<file path="config.mk">
export PLATFORM = sky130hd
export DESIGN_NAME = apb_arbiter2
export DESIGN_NICKNAME = d
export VERILOG_FILES = /design/src/rtl/apb_arb_pkg.sv /design/src/rtl/apb_rr_pick.sv /design/src/rtl/apb_arbiter2.sv
export SDC_FILE = /design/constraint.sdc
export NUM_CORES = 1
export LEC_CHECK = 0
export CORE_UTILIZATION = 44
export DETAILED_ROUTE_END_ITERATION = 7
export PLACE_DENSITY = 0.8
export SYNTH_ARGS = -nofsm -noshare
export SYNTH_HDL_FRONTEND = slang
export SYNTH_SLANG_ARGS = --single-unit
</file>
<file path="constraint.sdc">
create_clock -name PCLK -period 4.1 [get_ports PCLK]
set_input_delay 0.615 -clock PCLK [delete_from_list [all_inputs] [get_ports PCLK]]
set_output_delay 0.615 -clock PCLK [all_outputs]
set_load 0.01 [all_outputs]
</file>
<file path="src/rtl/apb_arb_pkg.sv">
// apb_arb_pkg: shared FSM/owner types and default parameters for the two-requester APB arbiter
package apb_arb_pkg;
    typedef enum logic [1:0] {ST_IDLE, ST_SETUP, ST_ACCESS} state_t;
    typedef enum logic {OWN_M0, OWN_M1} owner_t;
    localparam int DEF_ADDR_W  = 4;
    localparam int DEF_DATA_W  = 32;
    localparam int DEF_TIMEOUT = 16;
endpackage

</file>
<file path="src/rtl/apb_rr_pick.sv">
// apb_rr_pick: combinational 2-way round-robin pick (req0/req1/last_grant -> grant_valid/grant_id)
module apb_rr_pick
    import apb_arb_pkg::*;
(
    input  logic   req0,
    input  logic   req1,
    input  owner_t last_grant,
    output logic   grant_valid,
    output owner_t grant_id
);
    assign grant_valid = req0 | req1;
    assign grant_id    = (req0 & req1) ? (last_grant == OWN_M0 ? OWN_M1 : OWN_M0) : (req1 ? OWN_M1 : OWN_M0);
endmodule

</file>
<file path="src/rtl/apb_arbiter2.sv">
// apb_arbiter2: shares one APB slave (PSEL/PENABLE/PADDR/PWRITE/PWDATA, PRDATA/PREADY) between req/done requesters m0 and m1
module apb_arbiter2
    import apb_arb_pkg::*;
#(
    parameter int ADDR_W  = DEF_ADDR_W,
    parameter int DATA_W  = DEF_DATA_W,
    parameter int TIMEOUT = DEF_TIMEOUT
) (
    input  logic              PCLK,
    input  logic              PRESET,
    input  logic              m0_req,
    input  logic [ADDR_W-1:0] m0_addr,
    input  logic              m0_write,
    input  logic [DATA_W-1:0] m0_wdata,
    output logic [DATA_W-1:0] m0_rdata,
    output logic              m0_done,
    output logic              m0_err,
    input  logic              m1_req,
    input  logic [ADDR_W-1:0] m1_addr,
    input  logic              m1_write,
    input  logic [DATA_W-1:0] m1_wdata,
    output logic [DATA_W-1:0] m1_rdata,
    output logic              m1_done,
    output logic              m1_err,
    output logic              PSEL,
    output logic              PENABLE,
    output logic              PWRITE,
    output logic [ADDR_W-1:0] PADDR,
    output logic [DATA_W-1:0] PWDATA,
    input  logic [DATA_W-1:0] PRDATA,
    input  logic              PREADY
);
    localparam int CW = $clog2(TIMEOUT + 1);
    localparam logic [CW-1:0] CNT_LAST = CW'(TIMEOUT - 1);
    state_t        state, state_n;
    owner_t        owner, last_grant, grant_id;
    logic          grant_valid, ok, abort;
    logic [CW-1:0] cnt;
    apb_rr_pick u_pick (
        .req0        (m0_req & ~m0_done),
        .req1        (m1_req & ~m1_done),
        .last_grant  (last_grant),
        .grant_valid (grant_valid),
        .grant_id    (grant_id)
    );
    always_comb begin
        ok      = state == ST_ACCESS && PREADY;
        abort   = state == ST_ACCESS && !PREADY && cnt == CNT_LAST;
        state_n = state == ST_IDLE  ? (grant_valid ? ST_SETUP : ST_IDLE) :
                  state == ST_SETUP ? ST_ACCESS :
                  (ok || abort)     ? ST_IDLE : ST_ACCESS;
    end
    always_ff @(posedge PCLK or posedge PRESET) begin
        if (PRESET) begin
            state      <= ST_IDLE;
            owner      <= OWN_M0;
            last_grant <= OWN_M1;
            cnt        <= '0;
            PSEL       <= 1'b0;
            PENABLE    <= 1'b0;
            PWRITE     <= 1'b0;
            PADDR      <= '0;
            PWDATA     <= '0;
            m0_rdata   <= '0;
            m0_done    <= 1'b0;
            m0_err     <= 1'b0;
            m1_rdata   <= '0;
            m1_done    <= 1'b0;
            m1_err     <= 1'b0;
        end else begin
            state   <= state_n;
            m0_done <= 1'b0;
            m0_err  <= 1'b0;
            m1_done <= 1'b0;
            m1_err  <= 1'b0;
            if (state == ST_IDLE && grant_valid) begin
                owner      <= grant_id;
                last_grant <= grant_id;
                PSEL       <= 1'b1;
                PADDR      <= grant_id == OWN_M1 ? m1_addr  : m0_addr;
                PWRITE     <= grant_id == OWN_M1 ? m1_write : m0_write;
                PWDATA     <= grant_id == OWN_M1 ? m1_wdata : m0_wdata;
            end
            if (state == ST_SETUP) begin
                PENABLE <= 1'b1;
                cnt     <= '0;
            end
            if (state == ST_ACCESS && !PREADY) cnt <= cnt + CW'(1);
            if (ok || abort) begin
                PSEL    <= 1'b0;
                PENABLE <= 1'b0;
                if (owner == OWN_M0) begin
                    m0_done <= 1'b1;
                    m0_err  <= abort;
                    if (abort) m0_rdata <= '0;
                    else if (!PWRITE) m0_rdata <= PRDATA;
                end else begin
                    m1_done <= 1'b1;
                    m1_err  <= abort;
                    if (abort) m1_rdata <= '0;
                    else if (!PWRITE) m1_rdata <= PRDATA;
                end
            end
        end
    end
endmodule

</file>
# [Yosys cells after proc, flatten, opt, wreduce, memory -nomap -nowiden]
# Cells that the tools add are included.
[word_totals] reg_bits=116 in_bits=111 output_inout_bits=107 elab_cells=65
[classes] add_sub_neg=1 eq_ne=4 mux=26 n_bitwise=7 reduce_logical=12
[op_table] op="$mux 32" n=3
[op_table] op="$mux 1" n=17
[op_table] op="$mux 5" n=2
[op_table] op="$mux 2" n=3
[op_table] op="$reduce_and 3->1" n=2
[op_table] op="$reduce_bool 2->1" n=3
[op_table] op="$add 5x1->5 const B" n=1
[op_table] op="$eq 5x4->1 const B" n=1
[op_table] op="$logic_and 1x1->1" n=4
[op_table] op="$mux 4" n=1
[op_table] op="$and 1x1->1" n=3
[op_table] op="$not 1->1" n=3
[op_table] op="$eq 2x1->1 const B" n=1
[op_table] op="$eq 2x2->1 const B" n=1
[op_table] op="$logic_not 2->1" n=1
[op_table] op="$ne 2x1->1 const B" n=1
[op_table] op="$logic_not 1->1" n=1
[op_table] op="$logic_or 1x1->1" n=1
[op_table] op="$or 1x1->1" n=1

# [Longest topological paths before layout]
[depth] ltp_word=7 ltp_mapped=8 mapped_depth_nobuf=6

# [Cells and area by module]
# Synthesis repeated with hierarchy kept, for this count alone.
[unflattened] cells_unflattened=402 area_unflattened_um2=5258.8
[modules_own_cells] mod="apb_arbiter2" n_inst=1 cells_per_inst=400 area_each_um2=5245.0 seq_area_each_um2=2904.0
[modules_own_cells] mod="apb_rr_pick" n_inst=1 cells_per_inst=2 area_each_um2=13.8 seq_area_each_um2=0.0

# [Worst setup path before layout]
# OpenSTA, ideal clock, no wires.
[synth_timing] path_type="reg-to-reg" start="reg cnt[0]" end="reg m1_rdata[10]" setup_ps=125 t_arrival_ps=1846 required_time_ps=3975 setup_slack_ps=2129 path_stages_with_launch=8 path_buffers=1 period_less_slack_ps=1971 cell_sequence="dfrtp_1 ha_1 and3_1 ha_1 nor2_2 a2111oi_4 buf_6 mux2_4"
[synth_between] elab_chain_cells=4 word_cells_on_any_way=6 classes_between="2 x eq/ne; 1 x mux; 3 x reduce/logical"
[synth_rtl] element="start, declared" line="apb_arbiter2.sv:38" rtl="logic [CW-1:0] cnt;"
[synth_rtl] element="start signal, assigned" line="apb_arbiter2.sv:88" rtl="if (state == ST_ACCESS && !PREADY) cnt <= cnt + CW'(1);"
[synth_rtl] element="$eq 5x4->1 *" line="apb_arbiter2.sv:48" rtl="abort = state == ST_ACCESS && !PREADY && cnt == CNT_LAST;"
[synth_rtl] element="$logic_and 1x1->1 *" line="apb_arbiter2.sv:48"
[synth_rtl] element="$ne 2x1->1 (no source line) / $logic_or 1x1->1 (equally long branches)"
[synth_rtl] element="$reduce_and 3->1 (no source line)"
[synth_rtl] element="end signal, assigned" line="apb_arbiter2.sv:67" rtl="m1_rdata <= '0;"
[synth_rtl] element="end signal, assigned" line="apb_arbiter2.sv:100" rtl="if (abort) m1_rdata <= '0;"
[synth_rtl] element="end signal, assigned" line="apb_arbiter2.sv:101" rtl="else if (!PWRITE) m1_rdata <= PRDATA;"
[synth_rtl] element="end, declared" line="apb_arbiter2.sv:22" rtl="output logic [DATA_W-1:0] m1_rdata,"
# Every way passes the cells marked *; elsewhere a longest branch is shown, timed or not.
# A chain may end at the register's enable or synchronous reset.

# [Worst setup path after layout]
[layout_timing] start="reg m1_done" end="out m1_done"
[layout_rtl] element="start, declared" line="apb_arbiter2.sv:23" rtl="output logic m1_done,"
[layout_rtl] element="start signal, assigned" line="apb_arbiter2.sv:68" rtl="m1_done <= 1'b0;"
[layout_rtl] element="start signal, assigned" line="apb_arbiter2.sv:74" rtl="m1_done <= 1'b0;"
[layout_rtl] element="start signal, assigned" line="apb_arbiter2.sv:98" rtl="m1_done <= 1'b1;"
# No word-level cell between the ends.

==> out/qor.yml <==
status: "finished, final reports clean"
setup_viol: 0
io_buffers: 217
syn2layout_area_growth_pct: 48.5
yosys_register_bits: 116
path_delay_family: "buffers and inverters"
htree_levels: 4
crit_fanout: 30
hold_class: "register to register"
dieArea_um2: 13400
drt-total-wl_um: 16000
multi_input_area_um2: 2520
worst_pin_slew_ns: 1.18
place_congestion: 0.772
seq_area_um2: 2900
syn-cell-area_um2: 5710
via_count: 4649
p_leak_nw: 3.52
grt_max_degree: 76
finalSetupTns_ns: 0
synth-seq-area-share: 0.509
dr.pass1.iters: 4
drive_above_1_share: 0.159
viasPerCell: 5.50
rsz0062_at_grt: "false"
cts_tree: "yes"
crit_slowest_cell: "clkdlybuf4s50_1"
die_x_um: 116
finalMaxSlewViolations: 0
cts.clk_slew.worst_paths_ns: 0.05
cp-end-kind: "output pin"
cp_data_required_time_ns: 3.48
worstPathArrival_ns: 1.86
die_h_um: 116
ctsResizeCount: 0
path_class: "register to output pin"
slowest_delay_ns: 0.59
ys.warnings.count: 0
ys_types: 37
rows: 41
slew_headroom: 0.210
initial_utilization: 0.452
avgSynthCellArea_um2: 12.3
cts_post_setup_buffers_inserted: 0
fin_skew_ns: 0.0125
nFillCells: 965
max-cap-violations: 0
drc: 0
vdd_drop_max_uv: 436
dp_hpwl_um: 10400
diodes: 0
cts_buffers: 17
grt_pass1_vias: 4837
layout_min_cycle_time_ns: 2.47
crit_buf_inv: 2
worst_skew_pair.late_latency_ns: 0.41
postRouteAntennaNets: 0
wl_per_cell_um: 18.9
clockBufferDepth: 2
track_usage: 0.247
start_kind: "register"
synthesis.nets: 578
clockRootBuffer: "clkbuf_16"
overflow: 0
cts.sinks: 116
netlist_instances: 465
crit_chain: "buf_4 -> clkdlybuf4s50_1"
coreArea_um2: 12600
whs_ns: 0.489
timing.fmax_ghz: 0.405
drtIter0Drc: 511
hold_buffers: 0
pwr_density_cell_nw_per_um2: 755
hold_viol: 0
grt_pass1_wl_um: 25200
antenna_found_initial: 0
layout.nets: 774
num_io_pins: 218
min_period_over_period: 0.603
final cells by class:
type                            count  share of cell area
Clock inverter                      9             0.00929
Sequential cell                   116               0.342
Tap cell                          172              0.0254
Clock buffer                       23              0.0564
Timing Repair Buffer              226               0.266
Multi-Input combinational cell    292               0.297
Inverter                            8             0.00384
metal layers:
layer / part of all wire / GRT usage
met3: 0.12 / 0.113
met2: 0.46 / 0.387
met5: 0 / 0
met4: 0.012 / 0.0795
met1: 0.41 / 0.303
sequential cells by signal, indices dropped and copies added, names as in the netlist:
name,flops
m1_done,1
cnt,5
last_grant,1
PWDATA,32
state,2
PSEL,1
m0_done,1
owner,1
m1_rdata,32
m1_err,1
m0_err,1
PENABLE,1
PWRITE,1
m0_rdata,32
PADDR,4
cell families (layout without fill, tap and decap cells):
| kind of cell | Yosys count | count (layout) | synth area share |
|---|---|---|---|
| compound gates | 130 | 130 | 0.176 |
| flops | 116 | 116 | 0.509 |
| simple gates | 95 | 95 | 0.120 |
| mux | 65 | 65 | 0.141 |
| buf+inv | 57 | 266 | 0.0504 |
| fa+ha+maj | 2 | 2 | 0.00438 |
layout by cell type, fill, tap and decap left out, drive strengths merged, types with 8 or more instances in the layout:
master         netlist  layout
mux2                64      64
dfrtp              115     115
clkbuf              35      23
a221oi              37      37
inv                  8       8
clkdlybuf4s50        0     217
o21ai               40      40
and3b               38      38
and2                32      32
buf                 14       9
a2bb2oi             38      38
power by group:
group          switching [mW]  internal, mW
clock network           0.508         0.875
logic                    1.20          1.73
registers               0.379          1.71
cell usage after synthesis, drive strengths merged:
cell type / count / area (um^2)
o22ai: 2 / 12.5
a21oi: 4 / 20.0
buf: 14 / 126
and3: 1 / 6.26
dfrtp: 115 / 2880
mux2i: 1 / 10.0
o2bb2ai: 2 / 17.5
nand4bb: 1 / 11.3
mux2: 64 / 796
or2: 1 / 6.26
a22o: 2 / 17.5
and2: 32 / 200
a21o: 1 / 7.51
o21a: 1 / 7.51
nand2: 3 / 11.3
nand3b: 1 / 7.51
o21ai: 40 / 200
nand4b: 1 / 8.76
a2bb2oi: 38 / 333
nor3: 2 / 10.0
nand2b: 7 / 51.3
a221oi: 37 / 324
and3b: 38 / 333
clkbuf: 35 / 131
inv: 8 / 30.0
dfstp: 1 / 26.3
o21bai: 1 / 7.51
nor2: 7 / 28.8
a2111oi: 2 / 55.1
nor4bb: 1 / 10.0
ha: 2 / 25.0
per-stage QoR:
| step | power, mW | utilization | worst slack, ns | instance area [um^2] | cells |
|---|---|---|---|---|---|
| after global routing | 6.77 | 0.672 | 1.53 | 8480 | 846 |
| after detailed placement | 5.03 | 0.628 | 1.33 | 7920 | 814 |
| after global placement | 4.94 | 0.628 | 1.38 | 7920 | 814 |
| after CTS | 6.45 | 0.672 | 1.63 | 8480 | 846 |
| after floorplan | 3.60 | - | 0.414 | 5710 | 465 |
| final | 6.41 | 0.672 | 1.63 | 8480 | 846 |
worst paths after layout:
check,cells past startpoint,slack [ns],endpoint,from
min in group asynchronous,2,0.74,PWDATA[6],PRESET
setup / recovery,2,1.63,m1_done,m1_done
hold / removal,1,0.49,m0_rdata[31],m0_rdata[31]
max in group asynchronous,3,2.59,m0_rdata[17],PRESET
hold reg to reg,1,0.49,m0_rdata[31],m0_rdata[31]
setup reg to reg,4,1.70,PWDATA[15],state[1]
(Power assumes the default switching activity.)
==> variant 1, RTL diff (same settings) <==
Register the output `m0_err` once more, without a reset; this adds one clock of latency there. The other outputs are not delayed to match.
--- a/src/rtl/apb_arbiter2.sv
+++ b/src/rtl/apb_arbiter2.sv
@@ -33,4 +33,6 @@
     localparam int CW = $clog2(TIMEOUT + 1);
     localparam logic [CW-1:0] CNT_LAST = CW'(TIMEOUT - 1);
+
+    logic m0_err_s0;
     state_t        state, state_n;
     owner_t        owner, last_grant, grant_id;
@@ -64,5 +66,5 @@
             m0_rdata   <= '0;
             m0_done    <= 1'b0;
-            m0_err     <= 1'b0;
+            m0_err_s0  <= 1'b0;
             m1_rdata   <= '0;
             m1_done    <= 1'b0;
@@ -71,5 +73,5 @@
             state   <= state_n;
             m0_done <= 1'b0;
-            m0_err  <= 1'b0;
+            m0_err_s0 <= 1'b0;
             m1_done <= 1'b0;
             m1_err  <= 1'b0;
@@ -92,5 +94,5 @@
                 if (owner == OWN_M0) begin
                     m0_done <= 1'b1;
-                    m0_err  <= abort;
+                    m0_err_s0 <= abort;
                     if (abort) m0_rdata <= '0;
                     else if (!PWRITE) m0_rdata <= PRDATA;
@@ -104,4 +106,8 @@
         end
     end
+    always_ff @(posedge PCLK) begin
+        m0_err <= m0_err_s0;
+    end
+
 endmodule
 
Behaviour: no difference found for any inputs over 4 cycles, from zero or initial values and one cycle with PRESET high; that may be too few to reach the edited logic, so the function may still have changed.
==> variant 1 against the unedited design <==
Design area is 0.28% higher. Clock skew fell by 5.6 ps. Sequential cell count grew 1. First-iteration DRC count is 34% lower. Wire length grew 0.72%. Highest routed layer unchanged. Synthesized area is 0.35% higher. Setup slack better by 100 ps. Power down 0.23%. Synthesized cell count rose by 0.22%.
==> variant 1: results (changes against the unedited design) <==
\begin{tabular}{lr}
\hline
Metric & Value \\
\hline
\multicolumn{2}{l}{\textbf{Setup path}} \\
\quad Startpoint of the most critical setup path & PREADY \\
\quad FF-to-FF path depth & 4 (unchanged) \\
\quad Class of the most critical setup path & input pin to register \\
\quad Largest driver fanout on the critical path & 32 (+6.7\%) \\
\quad Delay contributed by the slowest stage of the critical path & 730 ps (+140 ps) \\
\quad Critical path destination & m1\_rdata[9] \\
\quad Data arrival time of the worst path & 2650 ps (+790 ps) \\
\quad Terminus of the critical flop-to-flop path & PWDATA[19] \\
\multicolumn{2}{l}{\textbf{Cells and area}} \\
\quad Fraction of final layout cells with drive strength greater than 1 & 16.27\% (+0.40 points) \\
\multicolumn{2}{l}{\textbf{Drt}} \\
\quad Post-route met1 wirelength & 6324 um (-3.8\%) \\
\quad Number of search-and-repair iterations in the first detailed-routing pass & 5 (+1) \\
\quad Top routing layer used & met4 \\
\quad Routed met2 length & 7607 um (+2.9\%) \\
\quad Detailed route wirelength on metal3 & 1834 um (-1.7\%) \\
\quad Via Count & 4,712 (+1.4\%) \\
\quad Number of DRC violations after detailed-routing iteration 0 & 335 (-34\%) \\
\quad Post-detailed-route wirelength per cell & 19.03 um (+0.48\%) \\
\multicolumn{2}{l}{\textbf{Power and ir drop}} \\
\quad Clock Power Share & 21.3\% (-0.3 points) \\
\quad Worst vdd rail ir drop & 0.4164 mV (-4.5\%) \\
\quad Lkg Pwr & 3.518 nW (about the same) \\
\multicolumn{2}{l}{\textbf{Status}} \\
\quad Run status & complete, no violations \\
\multicolumn{2}{l}{\textbf{Synthesis}} \\
\quad Post-synth net total & 579 (+0.17\%) \\
\quad Fraction of the yosys area taken by sequential cells & 51.04\% (+0.17 points) \\
\quad Main area contributors after synthesis & dfrtp\_1 50\%, mux2\_2 7.7\%, a2bb2oi\_1 5.8\% \\
\quad Fraction of registers with async set or reset after synthesis & 99.15\% (-0.85 points) \\
\quad Dominant synthesized flop cell & dfrtp\_1 \\
\quad Number of different library cells in the post-synthesis netlist & 38 (+2.7\%) \\
\multicolumn{2}{l}{\textbf{Worst hold path}} \\
\quad Hold path startpoint & m0\_err\_s0 \\
\quad Number of instances on the worst hold path & 0 (-1) \\
\quad Hold path endpoint & m0\_err \\
\multicolumn{2}{l}{\textbf{Placement}} \\
\quad Gpl congestion & 0.7979 (+3.3\%) \\
\quad Hpwl dp & 10,700 um (+2.5\%) \\
\multicolumn{2}{l}{\textbf{STA}} \\
\quad Least-Margin Pin Slew & 796.7 ps (-387.7 ps) \\
\quad Hold slack & 342.6 ps (-146.4 ps) \\
\quad Worst setup skew after layout & 6.831 ps (-5.622 ps) \\
\multicolumn{2}{l}{\textbf{GRT}} \\
\quad Overall track demand over capacity in global routing & 24.11\% (-0.57 points) \\
\quad Global-route track usage on met3 & 9.652\% (-1.6 points) \\
\quad Wire length of the first global-routing pass & 24,540 um (-2.8\%) \\
\quad Pin count of the biggest net entering global routing & 65 (-14\%) \\
\hline
\end{tabular}
-- variant 1: layout make-up --
cell class                 instances  share of cell area, %
sequential                       117                  34.38
multi-input combinational        292                  29.63
timing repair buffer             227                  26.57
clock buffer                      19                  5.208
tap                              172                  2.531
clock inverter                    13                  1.295
inverter                           8                 0.3825
-- variant 1: kinds of logic (layout without fill, tap and decap cells) --
group	count (synthesis)	in the layout	share of synthesized area [%]
muxes	65	65	14.06
DFF	117	117	51.04
and+or+nand+nor	95	95	11.95
AOI/OAI and AO/OA	130	130	17.49
buffers and inverters	57	267	5.023
adders and majority gates	2	2	0.4367
-- variant 1: per-stage QoR --
| stage | worst slack (ps) | area, um^2 | std cells |
|---|---|---|---|
| floorplan | 414.2 | 5729 | 466 |
| global placement | 1370 | 7951 | 816 |
| detailed placement | 1292 | 7951 | 816 |
| CTS | 1732 | 8504 | 848 |
| global route | 1614 | 8504 | 848 |
| finish | 1734 | 8504 | 848 |
==> variant 2, RTL diff (same settings) <==
Made on the original files. The package constant `DEF_ADDR_W` goes from 4 to 3.
--- a/src/rtl/apb_arb_pkg.sv
+++ b/src/rtl/apb_arb_pkg.sv
@@ -3,5 +3,5 @@
     typedef enum logic [1:0] {ST_IDLE, ST_SETUP, ST_ACCESS} state_t;
     typedef enum logic {OWN_M0, OWN_M1} owner_t;
-    localparam int DEF_ADDR_W  = 4;
+    localparam int DEF_ADDR_W  = 3;
     localparam int DEF_DATA_W  = 32;
     localparam int DEF_TIMEOUT = 16;
Interface: changed (resized PADDR, m0_addr and m1_addr); port bits go from 218 to 215. No check against the original RTL was run, so the function may have changed too.
==> variant 2 against the unedited design <==
Wire length up 1.6%. Synthesized area rose by 1.3%. Clock power is 26% higher. Sequential cell count down 1. Via count is 0.22% lower. Power up 7.4%. Critical path depth shrank 1. Setup slack got worse by 290 ps. Fmax fell by 11%. Design area rose by 2.3%. Critical endpoint unchanged. Largest cell class unchanged. Clock skew is 2.7 ps lower.
==> variant 2: results (changes against the unedited design) <==
\begin{tabular}{lr}
\hline
Metric & Value \\
\hline
\multicolumn{2}{l}{\textbf{Status}} \\
\quad Run status & complete, no violations \\
\multicolumn{2}{l}{\textbf{Synthesis}} \\
\quad Fraction of the yosys area taken by sequential cells & 49.79\% (-1.1 points) \\
\quad Average cell area after synthesis & 12.68 um\^{}2 (+3.3\%) \\
\quad Top cells by instance count after synthesis & 114 x dfrtp\_1, 60 x mux2\_4, 39 x o21ai\_0 \\
\quad Post-synth net total & 567 (-1.9\%) \\
\quad Main area contributors after synthesis & dfrtp\_1 49\%, mux2\_4 16\%, a2bb2oi\_1 5.6\% \\
\quad Number of different library cells in the post-synthesis netlist & 38 (+2.7\%) \\
\multicolumn{2}{l}{\textbf{Drt}} \\
\quad Post-detailed-route wirelength per cell & 19.42 um (+2.5\%) \\
\quad Mean number of vias per cell & 5.536 (+0.74\%) \\
\quad Number of search-and-repair iterations in the first detailed-routing pass & 4 (unchanged) \\
\quad Number of DRC violations after detailed-routing iteration 0 & 364 (-29\%) \\
\multicolumn{2}{l}{\textbf{Cells and area}} \\
\quad Net count of the finished layout & 765 (-1.2\%) \\
\quad Finished Layout Cells & 838 (-0.95\%) \\
\quad Fraction of final layout cells with drive strength greater than 1 & 16.67\% (+0.79 points) \\
\multicolumn{2}{l}{\textbf{STA}} \\
\quad Hold slack & 496.8 ps (+7.791 ps) \\
\quad Least-Margin Pin Slew & 1165 ps (-19.39 ps) \\
\quad Worst setup skew after layout & 9.756 ps (-2.697 ps) \\
\multicolumn{2}{l}{\textbf{GRT}} \\
\quad Global-route track usage on met3 & 9.497\% (-1.8 points) \\
\quad Overall track demand over capacity in global routing & 24.13\% (-0.56 points) \\
\quad Wire length of the first global-routing pass & 24,780 um (-1.8\%) \\
\quad Routing usage on met1 & 30.15\% (-0.13 points) \\
\quad Vias in the first global route & 4,604 (-4.8\%) \\
\multicolumn{2}{l}{\textbf{Setup path}} \\
\quad Delay contributed by the slowest stage of the critical path & 1030 ps (+440 ps) \\
\quad Family with the most delay on the worst path & flip-flops \\
\quad Register-to-Register Setup Slack & 1680 ps (-20 ps) \\
\quad Data arrival time of the worst path & 2150 ps (+290 ps) \\
\quad Largest driver fanout on the critical path & 38 (+27\%) \\
\quad Critical-path top delay cell & dfrtp\_1 \\
\multicolumn{2}{l}{\textbf{Placement}} \\
\quad Instance count after placement with tap cells included & 807 (-0.86\%) \\
\quad Hpwl dp & 10,670 um (+2.2\%) \\
\quad Port-buffer cells & 214 (-1.4\%) \\
\quad Gpl congestion & 0.7857 (+1.7\%) \\
\multicolumn{2}{l}{\textbf{CTS}} \\
\quad Root Buffer & clkbuf\_16 \\
\multicolumn{2}{l}{\textbf{Power and ir drop}} \\
\quad Switching power share of the total & 30.52\% (-2.0 points) \\
\quad Worst vdd rail ir drop & 0.4649 mV (+6.6\%) \\
\hline
\end{tabular}
## variant 2: per-layer routing
metal	vias up	routed length (um)
met5	-	0
met4	0	282
met3	26	1774
met2	234	7159
met1	2275	7057
li1	2104	-
## variant 2: worst paths after layout
kind                            start      endpoint  cells after the start
min in group asynchronous      PRESET     PWDATA[6]                      2
hold reg to reg            last_grant    last_grant                      1
hold / removal             last_grant    last_grant                      1
max in group asynchronous      PRESET     PWDATA[0]                      3
setup / recovery              m1_done       m1_done                      1
setup reg to reg               cnt[0]  m1_rdata[31]                      7
## variant 2: cell families after synthesis
kind of cell | synth area share, %
AOI/OAI and AO/OA | 16.94
adders and majority gates | 0.4327
buffers and inverters | 4.609
DFF | 49.79
muxes | 16.53
and+or+nand+nor | 11.69
## variant 2: power groups by stage
stage | logic [mW] | clock network [mW] | registers [mW]
after global routing | 3.22 | 1.82 | 2.18
after floorplan | 1.45 | 0 | 2.25
after CTS | 3.04 | 1.76 | 2.12
after global placement | 2.96 | 0 | 2.11
after detailed placement | 3.03 | 0 | 2.10
final | 3.02 | 1.74 | 2.12
## variant 2: layout make-up
cell class	count	area (um^2)
clock buffers	22	464.2
clock inverters	9	225.2
fillers	907	4050
inverters	8	32.53
multi-input cells	288	2639
flip-flops and latches	115	2879
well taps	172	215.2
repair buffers	224	2217
## variant 2: stage by stage
stage / utilization (%) / cell area (um^2) / setup slack (ps) / power [mW]
after detailed placement: 62.75 / 7983 / 1297 / 5.136
after CTS: 68.16 / 8672 / 1313 / 6.920
final: 68.16 / 8672 / 1337 / 6.879
after floorplan: - / 5782 / 442.6 / 3.700
after global routing: 68.16 / 8672 / 1193 / 7.226
after global placement: 62.75 / 7983 / 1343 / 5.068
